[config.mk]
export PLATFORM = sky130hd
export DESIGN_NAME = rvfi_obi_mem_responder_flat
export DESIGN_NICKNAME = d
export VERILOG_FILES = /design/src/rtl/rvfi_obi_mem_responder_if.sv /design/src/rtl/rvfi_obi_mem_responder.sv /design/src/flat_wrapper.sv
export SDC_FILE = /design/constraint.sdc
export NUM_CORES = 1
export LEC_CHECK = 0
export ABC_AREA = 1
export CAP_MARGIN = 10
export CORE_MARGIN = 2
export CORE_UTILIZATION = 53
export DETAILED_ROUTE_END_ITERATION = 7
export PLACE_DENSITY_LB_ADDON = 0.2
export REMOVE_ABC_BUFFERS = 1
export SKIP_LAST_GASP = 1
export SLEW_MARGIN = 25
export SYNTH_ARGS = -nofsm -noshare
export SYNTH_HDL_FRONTEND = slang
export SYNTH_SLANG_ARGS = --single-unit
[constraint.sdc]
create_clock -name clk_i -period 2.8 [get_ports clk_i]
set_input_delay 0.56 -clock clk_i [delete_from_list [all_inputs] [get_ports clk_i]]
set_output_delay 0.56 -clock clk_i [all_outputs]
set_load 0.01 [all_outputs]
[src/rtl/rvfi_obi_mem_responder_if.sv]
// OBI request/response bundle between a core memory port and its responder.
// master: core side (req/addr/we/be/wdata out); slave: responder (gnt/rvalid/rdata out).
interface rvfi_obi_mem_responder_if #(
    parameter int DATA_WIDTH = 32
);
    logic                  req;
    logic [DATA_WIDTH-1:0] addr;
    logic                  we;
    logic [3:0]            be;
    logic [DATA_WIDTH-1:0] wdata;
    logic                  gnt;
    logic                  rvalid;
    logic [DATA_WIDTH-1:0] rdata;

    modport master (
        output req, addr, we, be, wdata,
        input  gnt, rvalid, rdata
    );

    modport slave (
        input  req, addr, we, be, wdata,
        output gnt, rvalid, rdata
    );
endinterface

[src/rtl/rvfi_obi_mem_responder.sv]
// Protocol-legal OBI memory responder: shapes free gnt/rvalid/rdata inputs into legal
// OBI responses (in-order, bounded outstanding, bounded stall) and flags core-side
// request-phase violations.
// Ports: clk_i/rst_ni (async active-low), bus (OBI slave side), rand_* (free candidates),
// rsp_addr_o/rsp_we_o (head txn being answered), outstanding_o, protocol_err_o (sticky).
module rvfi_obi_mem_responder #(
    parameter int DATA_WIDTH      = 32,
    parameter int MAX_OUTSTANDING = 2,
    parameter int MAX_STALL       = 4
) (
    input  logic                  clk_i,
    input  logic                  rst_ni,
    rvfi_obi_mem_responder_if.slave bus,
    input  logic                  rand_gnt_i,
    input  logic                  rand_rvalid_i,
    input  logic [DATA_WIDTH-1:0] rand_rdata_i,
    output logic [DATA_WIDTH-1:0] rsp_addr_o,
    output logic                  rsp_we_o,
    output logic [2:0]            outstanding_o,
    output logic                  protocol_err_o
);
    localparam int SW = $clog2(MAX_STALL + 1);
    localparam logic [SW-1:0] STALL_MAX = SW'(MAX_STALL);
    localparam logic [2:0]    OUT_MAX   = 3'(MAX_OUTSTANDING);
    localparam logic [1:0]    LAST      = 2'(MAX_OUTSTANDING - 1);

    logic [2:0]            count;
    logic [SW-1:0]         gstall;
    logic [SW-1:0]         rstall;
    logic [1:0]            wr_ptr;
    logic [1:0]            rd_ptr;
    logic [DATA_WIDTH-1:0] fifo_addr [4];
    logic                  fifo_we   [4];

    // Snapshot of the previous cycle's request, used for hold-stability checking
    logic                  pend;
    logic [DATA_WIDTH-1:0] p_addr;
    logic                  p_we;
    logic [3:0]            p_be;
    logic [DATA_WIDTH-1:0] p_wdata;

    logic full;
    logic busy;
    logic gstall_hit;
    logic rstall_hit;
    logic gnt;
    logic rvalid;
    logic head_we;
    logic hold_err;

    function automatic logic [1:0] nxt(input logic [1:0] p);
        return (p == LAST) ? 2'd0 : p + 2'd1;
    endfunction

    assign full       = (count == OUT_MAX);
    assign busy       = (count != 3'd0);
    assign gstall_hit = (gstall == STALL_MAX);
    assign rstall_hit = (rstall == STALL_MAX);

    // count is registered, so a txn can never be answered in its own grant cycle
    assign gnt    = rst_ni & bus.req & ~full & (rand_gnt_i | gstall_hit);
    assign rvalid = rst_ni & busy & (rand_rvalid_i | rstall_hit);

    assign head_we = fifo_we[rd_ptr];

    assign bus.gnt        = gnt;
    assign bus.rvalid     = rvalid;
    assign bus.rdata      = (rvalid & ~head_we) ? rand_rdata_i : '0;
    assign rsp_addr_o     = rvalid ? fifo_addr[rd_ptr] : '0;
    assign rsp_we_o       = rvalid & head_we;
    assign outstanding_o  = count;

    // An ungranted request must be held stable; wdata only matters for writes
    assign hold_err = pend & (~bus.req
                           | (bus.addr != p_addr)
                           | (bus.we != p_we)
                           | (bus.be != p_be)
                           | (bus.we & (bus.wdata != p_wdata)));

    always_ff @(posedge clk_i or negedge rst_ni) begin
        if (!rst_ni) begin
            count          <= '0;
            gstall         <= '0;
            rstall         <= '0;
            wr_ptr         <= '0;
            rd_ptr         <= '0;
            pend           <= 1'b0;
            p_addr         <= '0;
            p_we           <= 1'b0;
            p_be           <= '0;
            p_wdata        <= '0;
            protocol_err_o <= 1'b0;
            for (int i = 0; i < 4; i++) begin
                fifo_addr[i] <= '0;
                fifo_we[i]   <= 1'b0;
            end
        end else begin
            count <= count + {2'b0, gnt} - {2'b0, rvalid};
            if (gnt) begin
                fifo_addr[wr_ptr] <= bus.addr;
                fifo_we[wr_ptr]   <= bus.we;
                wr_ptr            <= nxt(wr_ptr);
            end
            if (rvalid) begin
                rd_ptr <= nxt(rd_ptr);
            end
            // A full responder is not the core's fault: no grant stall accrues
            if (bus.req & ~gnt & ~full) begin
                gstall <= gstall_hit ? gstall : gstall + SW'(1);
            end else begin
                gstall <= '0;
            end
            if (busy & ~rvalid) begin
                rstall <= rstall_hit ? rstall : rstall + SW'(1);
            end else begin
                rstall <= '0;
            end
            pend    <= bus.req & ~gnt;
            p_addr  <= bus.addr;
            p_we    <= bus.we;
            p_be    <= bus.be;
            p_wdata <= bus.wdata;
            if (hold_err) begin
                protocol_err_o <= 1'b1;
            end
        end
    end
endmodule

[src/flat_wrapper.sv]
// flat-port wrapper written by rule: the top's interface ports become plain ports
module rvfi_obi_mem_responder_flat 
#(
    parameter int DATA_WIDTH      = 32,
    parameter int MAX_OUTSTANDING = 2,
    parameter int MAX_STALL       = 4
)
  (clk_i, rst_ni, rand_gnt_i, rand_rvalid_i, rand_rdata_i, rsp_addr_o, rsp_we_o, outstanding_o, protocol_err_o, bus_req, bus_addr, bus_we, bus_be, bus_wdata, bus_gnt, bus_rvalid, bus_rdata);
  rvfi_obi_mem_responder_if #(.DATA_WIDTH(DATA_WIDTH)) bus_i ();
  input  logic clk_i;
  input  logic rst_ni;
  input  logic rand_gnt_i;
  input  logic rand_rvalid_i;
  input  logic [DATA_WIDTH-1:0] rand_rdata_i;
  output logic [DATA_WIDTH-1:0] rsp_addr_o;
  output logic rsp_we_o;
  output logic [2:0] outstanding_o;
  output logic protocol_err_o;
  input wire logic [$bits(bus_i.req)-1:0] bus_req;
  input wire logic [$bits(bus_i.addr)-1:0] bus_addr;
  input wire logic [$bits(bus_i.we)-1:0] bus_we;
  input wire logic [$bits(bus_i.be)-1:0] bus_be;
  input wire logic [$bits(bus_i.wdata)-1:0] bus_wdata;
  output wire logic [$bits(bus_i.gnt)-1:0] bus_gnt;
  output wire logic [$bits(bus_i.rvalid)-1:0] bus_rvalid;
  output wire logic [$bits(bus_i.rdata)-1:0] bus_rdata;
  assign bus_i.req = bus_req;
  assign bus_i.addr = bus_addr;
  assign bus_i.we = bus_we;
  assign bus_i.be = bus_be;
  assign bus_i.wdata = bus_wdata;
  assign bus_gnt = bus_i.gnt;
  assign bus_rvalid = bus_i.rvalid;
  assign bus_rdata = bus_i.rdata;
  rvfi_obi_mem_responder #(.DATA_WIDTH(DATA_WIDTH), .MAX_OUTSTANDING(MAX_OUTSTANDING), .MAX_STALL(MAX_STALL)) u_core (.clk_i(clk_i), .rst_ni(rst_ni), .bus(bus_i), .rand_gnt_i(rand_gnt_i), .rand_rvalid_i(rand_rvalid_i), .rand_rdata_i(rand_rdata_i), .rsp_addr_o(rsp_addr_o), .rsp_we_o(rsp_we_o), .outstanding_o(outstanding_o), .protocol_err_o(protocol_err_o));
endmodule
==> flow_summary.yaml, run 1 <==
sta:
  hold_viol: 0
  fin_ws_ps: -144
  max_slew.worst_pin.slew_ps: 858
  setup_viol: 9
  period_share_pct: 105
  relSlewSlack_pct: 42.8
  grt_setup_unrepaired: "yes"
  min_period_ps: 2940
  max_freq_mhz: 340
  drv_slew: 0
  clock_skew_ps: 12.3
cts:
  cts_tree: "yes"
  clk_path_buf_depth: 3
  cts.clk_slew.worst_paths_ps: 60
  cts_setup_buffers: 0
  clock_latency_ps: 510
  clock_sinks: 216
  cts_buffers: 24
  cts-root-buf: "clkbuf_16"
  htree_levels: 1
placed_design:
  io_buffers: 176
  dp.cells: 1547
  dpl_cell_area_um2: 12000
  place_hpwl_mm: 15.7
  gp_congestion: 0.792
setup_path:
  path_max_fanout: 17
  arrival_ps: 2380
  crit_type: "reg2out"
  start_kind: "flip-flop"
  rr_worst_depth: 12
  cp-end-kind: "output port"
  worstPathRequired_ps: 2240
pwr:
  ir_worst_vdd_mv: 0.519
  power.density_nw_per_um2: 894
  cellLeakagePower_nw: 6.33
synth:
  yosys_warnings: 0
  synthDominantCellAreaShare_pct: 53.5
  ys_types: 31
  yosysSeqAreaShare_pct: 53.5
  synth_edf_count: 0
  synth_area_leader_cell: "dfrtp_1"
  synth_area_per_cell_um2: 8.63
  synth_common_cells: "nand2_1, dfrtp_1, inv_1"
  syn-cell-area_um2: 10100
  synth-main-ff-cell: "dfrtp_1"
  synth_most_common_cell: "nand2_1"
  synth_area_leaders: "dfrtp_1, nand2_1, inv_1"
  async_reset_ff_share_pct: 100
  synthCells: 1170
  ys_ff_latch: 216
global_route:
  grt_overflow_total: 0
  antenna_found_initial: 0
  grt_use_total_pct: 23.9
  grt_pass1_vias: 7786
  grt_max_degree: 143
  grt_pass1_wl_mm: 39.0
floorplanning:
  io_pins: 177
  chipHeight_um: 142
  die_width_um: 142
  rows: 50
  start_util_pct: 54.0
  core-area_um2: 18700
  dieArea_um2: 20200
route:
  route.vias.total: 7882
  route.detailed.drc: 0
  routed_wl_mm: 23.7
  ant_nets: 0
  firstDrtPassIters: 5
  wire_per_inst_um: 14.9
  dr.first_iter.drc_count: 459
  viasPerCell: 4.95
final_layout:
  final_nets: 1453
  layout-drive-gt1-share_pct: 12.5
  antenna_cells: 0
  syn2layout_area_growth_pct: 25.1
  fin_cells: 1591
  final_area_um2: 12600
run_status:
  outcome: "finished with violations"
  violations: "negative setup slack"
hold_path:
  min_path_type: "in2async"
run:
  max_cap_violations: 0
logic make-up after synthesis:
group	synth area share (%)
AO/OA/AOI/OAI	14.8
XOR/XNOR	3.30
adder cells (fa/ha/maj)	0.942
buffers and inverters	9.49
flip-flops	53.5
AND/OR/NAND/NOR	17.9
metal layers:
layer,global-route usage [%],vias to the layer above,part of all wire (%)
li1,-,4001,-
met1,32.9,3697,45
met2,40.2,149,49
met3,3.33,35,4.1
met4,6.42,0,2.2
met5,0,-,0
layout make-up:
| class | instances | area, um^2 |
|---|---|---|
| fillers | 1569 | 6070 |
| flip-flops and latches | 216 | 5410 |
| multi-input cells | 745 | 3740 |
| repair buffers | 199 | 1810 |
| clock buffers | 36 | 707 |
| inverters | 154 | 581 |
| well taps | 234 | 293 |
| clock inverters | 7 | 92.6 |
flip-flops by register name (all words and copies together), names as in the netlist, 2 cells and up:
name and cells:
u_core.fifo_addr 128, u_core.fifo_we 4, u_core.gstall 3, u_core.outstanding_o 3, u_core.p_addr 32, u_core.p_be 4, u_core.p_wdata 32, u_core.rd_ptr 2
u_core.rstall 3, u_core.wr_ptr 2
power by group:
| part | internal, mW | switching, mW |
|---|---|---|
| Sequential | 4.14 | 0.488 |
| Clock | 1.93 | 1.23 |
| Combinational | 1.47 | 2.04 |
per-stage QoR:
stage          power (mW)  worst slack (ps)  TNS [ps]  util, %  hold WS (ps)
4_1_cts              11.4              -163     -2330     68.1           295
3_5_place_dp         8.34              34.7         0     64.1           408
6_report             11.3              -144     -1190     67.5           191
3_3_place_gp         8.21              60.1         0     64.1           408
5_1_grt              12.1              -269     -2330     67.5           271
2_1_floorplan        6.85             -1270    -62460        -           264
worst paths after layout:
| check | startpoint | end | slack [ps] |
|---|---|---|---|
| min in group clk_i | u_core.pend | u_core.protocol_err_o | 460 |
| setup reg to reg | u_core.rstall[0] | u_core.outstanding_o[2] | 520 |
| max in group asynchronous | rst_ni | u_core.rd_ptr[1] | 1880 |
| hold / removal | rst_ni | u_core.fifo_addr[93] | 190 |
| setup / recovery | u_core.rstall[0] | rsp_addr_o[16] | -140 |
| hold reg to reg | u_core.pend | u_core.protocol_err_o | 460 |
worst max-delay path, cell delays in order, from the launching register on:
cell,delay [ps]
dfrtp_1,380
inv_1,100
ha_1,170
nand2_1,110
nand2_1,100
nand3_2,90
buf_4,220
a21oi_1,140
clkdlybuf4s50_1,550
cells in the final DEF (no fill, tap or decap), types with 2 or more instances in the layout:
| master | count |
|---|---|
| o21ai_2 | 49 |
| nand3_1 | 3 |
| buf_4 | 18 |
| clkbuf_2 | 34 |
| dlymetal6s2s_1 | 8 |
| xnor2_1 | 28 |
| clkbuf_8 | 5 |
| inv_1 | 151 |
| nor2_2 | 3 |
| o21ai_0 | 72 |
| nand3_4 | 2 |
| dfrtp_2 | 2 |
| clkinv_2 | 3 |
| dfrtp_1 | 214 |
| nand2_2 | 11 |
| clkdlybuf4s50_1 | 117 |
| inv_2 | 2 |
| a21oi_1 | 38 |
| nor2_1 | 135 |
| o21ai_1 | 55 |
| nor3_1 | 2 |
| nand4_1 | 2 |
| xor2_1 | 10 |
| clkbuf_16 | 25 |
| buf_12 | 3 |
| bufinv_16 | 2 |
| clkbuf_1 | 7 |
| ha_1 | 6 |
| or2_2 | 3 |
| o211ai_1 | 32 |
| dlygate4sd2_1 | 16 |
| nand2_1 | 289 |
repair_timing:
item	4_1_cts	5_1_grt
hold buffers	1	0
resized for setup	51	76
setup endpoints to repair	65	56
endpoints found under the hold margin	6	0
Power figures use the tool's default switching activity.
==> run 2: changes to the inputs <==
--- a/config.mk
+++ b/config.mk
@@ -7,10 +7,13 @@
 export LEC_CHECK = 0
 export ABC_AREA = 1
 export CAP_MARGIN = 10
+export CELL_PAD_IN_SITES_DETAIL_PLACEMENT = 2
+export CELL_PAD_IN_SITES_GLOBAL_PLACEMENT = 2
 export CORE_MARGIN = 2
-export CORE_UTILIZATION = 53
+export CORE_UTILIZATION = 32
 export DETAILED_ROUTE_END_ITERATION = 7
-export PLACE_DENSITY_LB_ADDON = 0.2
+export GPL_ROUTABILITY_DRIVEN = 0
+export PLACE_DENSITY_LB_ADDON = 0.25
 export REMOVE_ABC_BUFFERS = 1
 export SKIP_LAST_GASP = 1
 export SLEW_MARGIN = 25
==> run 2 against run 1 <==
  * The flow still finishes with violations (negative setup slack)
  * Utilization is 25 points lower
  * Clock skew fell by 1.7 ps
  * Non-clock buffer count rose by 10
  * Clock-buffer cell count up 3
  * Sequential power grew 2%
==> flow_summary.yaml, run 2 (same netlist as run 1, synthesis figures left out) <==
run_status:
  outcome: "finished with violations"
  violations: "negative setup slack"
sta:
  relSlewSlack_pct: 40.0
  max_freq_mhz: 342
  drv_slew: 0
  max_slew.worst_pin.slew_ps: 900
  grt_setup_unrepaired: "yes"
  min_period_ps: 2920
  period_share_pct: 104
  hold_viol: 0
  clock_skew_ps: 10.6
  setup_viol: 2
  fin_ws_ps: -122
global_route:
  grt_overflow_total: 0
  grt_max_degree: 153
  grt_use_total_pct: 19.9
  grt_pass1_wl_mm: 52.3
  grt_pass1_vias: 9487
  antenna_found_initial: 1
final_layout:
  layout-drive-gt1-share_pct: 14.3
  syn2layout_area_growth_pct: 31.4
  final_common_cell: "nand2_1"
  layout_common_cells: "nand2_1, dfrtp_1, inv_1, nor2_1, clkdlybuf4s50_1"
  largest_reg_flops: 128
  final_area_um2: 13300
  fin_cells: 1774
  fillCellCount: 3436
  top_register: "u_core.fifo_addr"
  final_nets: 1465
  top_regs: "u_core.fifo_addr (128), u_core.p_addr (32), u_core.p_wdata (32)"
setup_path:
  slowest_delay_ps: 550
  path_common_cell: "nand2_2"
  path_max_fanout: 20
  cp-end-kind: "output port"
  path_cells: "inv_1 > ha_2 > nand2_2 > nand2_2 > nand3_2 > buf_8 > a21oi_1 > clkdlybuf4s50_1"
  arrival_ps: 2360
  start_kind: "flip-flop"
  rr_worst_depth: 12
  crit_type: "reg2out"
  worstPathRequired_ps: 2240
  slowest_stage: "clkdlybuf4s50_1"
hold_path:
  min_path_type: "in2async"
cts:
  clock_latency_ps: 520
  cts_hold_buf: 0
  cts-root-buf: "clkbuf_16"
  cts.clk_slew.worst_paths_ps: 60
  htree_levels: 1
  cts_buffers: 26
  clk_path_buf_depth: 3
  clock_sinks: 216
  cts_tree: "yes"
floorplanning:
  die_width_um: 182
  chipHeight_um: 182
  core-area_um2: 31300
  dieArea_um2: 33000
  start_util_pct: 32.2
  io_pins: 177
  rows: 65
pwr:
  ir_worst_vdd_mv: 0.458
  power.density_nw_per_um2: 927
  cellLeakagePower_nw: 6.62
route:
  firstDrtPassIters: 4
  route.detailed.drc: 0
  dr.first_iter.drc_count: 297
  routed_wl_mm: 32.6
  route.vias.total: 8459
  wire_per_inst_um: 18.4
  ant_nets: 0
  viasPerCell: 4.77
placed_design:
  io_buffers: 176
  dp.cells: 1718
  place_hpwl_mm: 21.6
  dpl_cell_area_um2: 12300
run:
  max_cap_violations: 0
run 2: cell count changes in the layout (fill, tap and decap cells not counted), sizes merged:
| cell | change |
|---|---|
| buf | +9 |
| bufbuf | +1 |
| clkbuf | -1 |
| clkdlybuf4s15 | +5 |
| clkdlybuf4s50 | -6 |
| clkinv | +1 |
| clkinvlp | +1 |
| diode | +1 |
| dlygate4sd2 | -1 |
| dlygate4sd3 | -1 |
| dlymetal6s2s | +7 |
| inv | -1 |
run 2: area by class of cell:
cell class,instances,area [um^2],area share (%)
diodes,1,2.50,0.0189
repair buffers,209,2110,15.9
well taps,402,503,3.79
multi-input cells,745,3770,28.4
flip-flops and latches,216,5410,40.8
clock buffers,39,801,6.03
clock inverters,8,92.6,0.698
inverters,154,586,4.41
run 2: timing repair:
item                                    4_1_cts  5_1_grt
pin swaps                                     1        1
setup buffers                                 0        4
resized for setup                            73       76
endpoints found under the setup margin       66       62
cloned                                        1        3
run 2: stage by stage:
step	worst slack (ps)	util [%]	power (mW)	hold slack, ps	TNS, ps
global route	-237	42.4	13.2	137	-1090
detailed placement	-62.0	39.3	8.71	442	-97.6
CTS	-213	42.2	12.3	122	-3290
global placement	44.2	39.3	8.44	442	0
floorplan	-1270	-	6.85	264	-62460
finish	-122	42.4	12.3	120	-239
run 2: final timing paths:
kind | startpoint | to | slack (ps)
min | rst_ni | u_core.fifo_addr[73] | 120
min in group clk_i | u_core.pend | u_core.protocol_err_o | 460
max reg2reg | u_core.rstall[1] | u_core.outstanding_o[2] | 520
max in group asynchronous | rst_ni | u_core.rd_ptr[0] | 1760
max | u_core.rstall[1] | rsp_addr_o[6] | -120
min reg2reg | u_core.pend | u_core.protocol_err_o | 460
run 2: where the power goes:
| part | switching [mW] | total [mW] | internal, mW |
|---|---|---|---|
| clock network | 1.34 | 3.48 | 2.15 |
| logic | 2.38 | 4.11 | 1.73 |
| registers | 0.559 | 4.71 | 4.15 |
run 2: worst max-delay path, delay by kind of cell (launching register included):
| kind | cells | cell delay [ps] |
|---|---|---|
| buffers and inverters | 3 | 830 |
| flip-flops | 1 | 400 |
| AND/OR/NAND/NOR | 3 | 290 |
| adder cells (fa/ha/maj) | 1 | 190 |
| AO/OA/AOI/OAI | 1 | 130 |
run 2: per-layer routing:
layer	track usage (%)	vias to the layer above	wire length, um
met1	25.2	4308	14200
met5	0	-	0
li1	-	4012	-
met2	35.7	101	17000
met3	2.31	38	703
met4	5.46	0	767
==> run 3: changes to the inputs <==
--- a/config.mk
+++ b/config.mk
@@ -6,6 +6,7 @@
 export NUM_CORES = 1
 export LEC_CHECK = 0
 export ABC_AREA = 1
+export ABC_CLOCK_PERIOD_IN_PS = 2800
 export CAP_MARGIN = 10
 export CELL_PAD_IN_SITES_DETAIL_PLACEMENT = 2
 export CELL_PAD_IN_SITES_GLOBAL_PLACEMENT = 2
@@ -16,7 +17,7 @@
 export PLACE_DENSITY_LB_ADDON = 0.25
 export REMOVE_ABC_BUFFERS = 1
 export SKIP_LAST_GASP = 1
-export SLEW_MARGIN = 25
+export SLEW_MARGIN = 20
 export SYNTH_ARGS = -nofsm -noshare
 export SYNTH_HDL_FRONTEND = slang
 export SYNTH_SLANG_ARGS = --single-unit
==> results of run 3 <==
No change in the layout: final DEF, timing and power equal those of run 2.
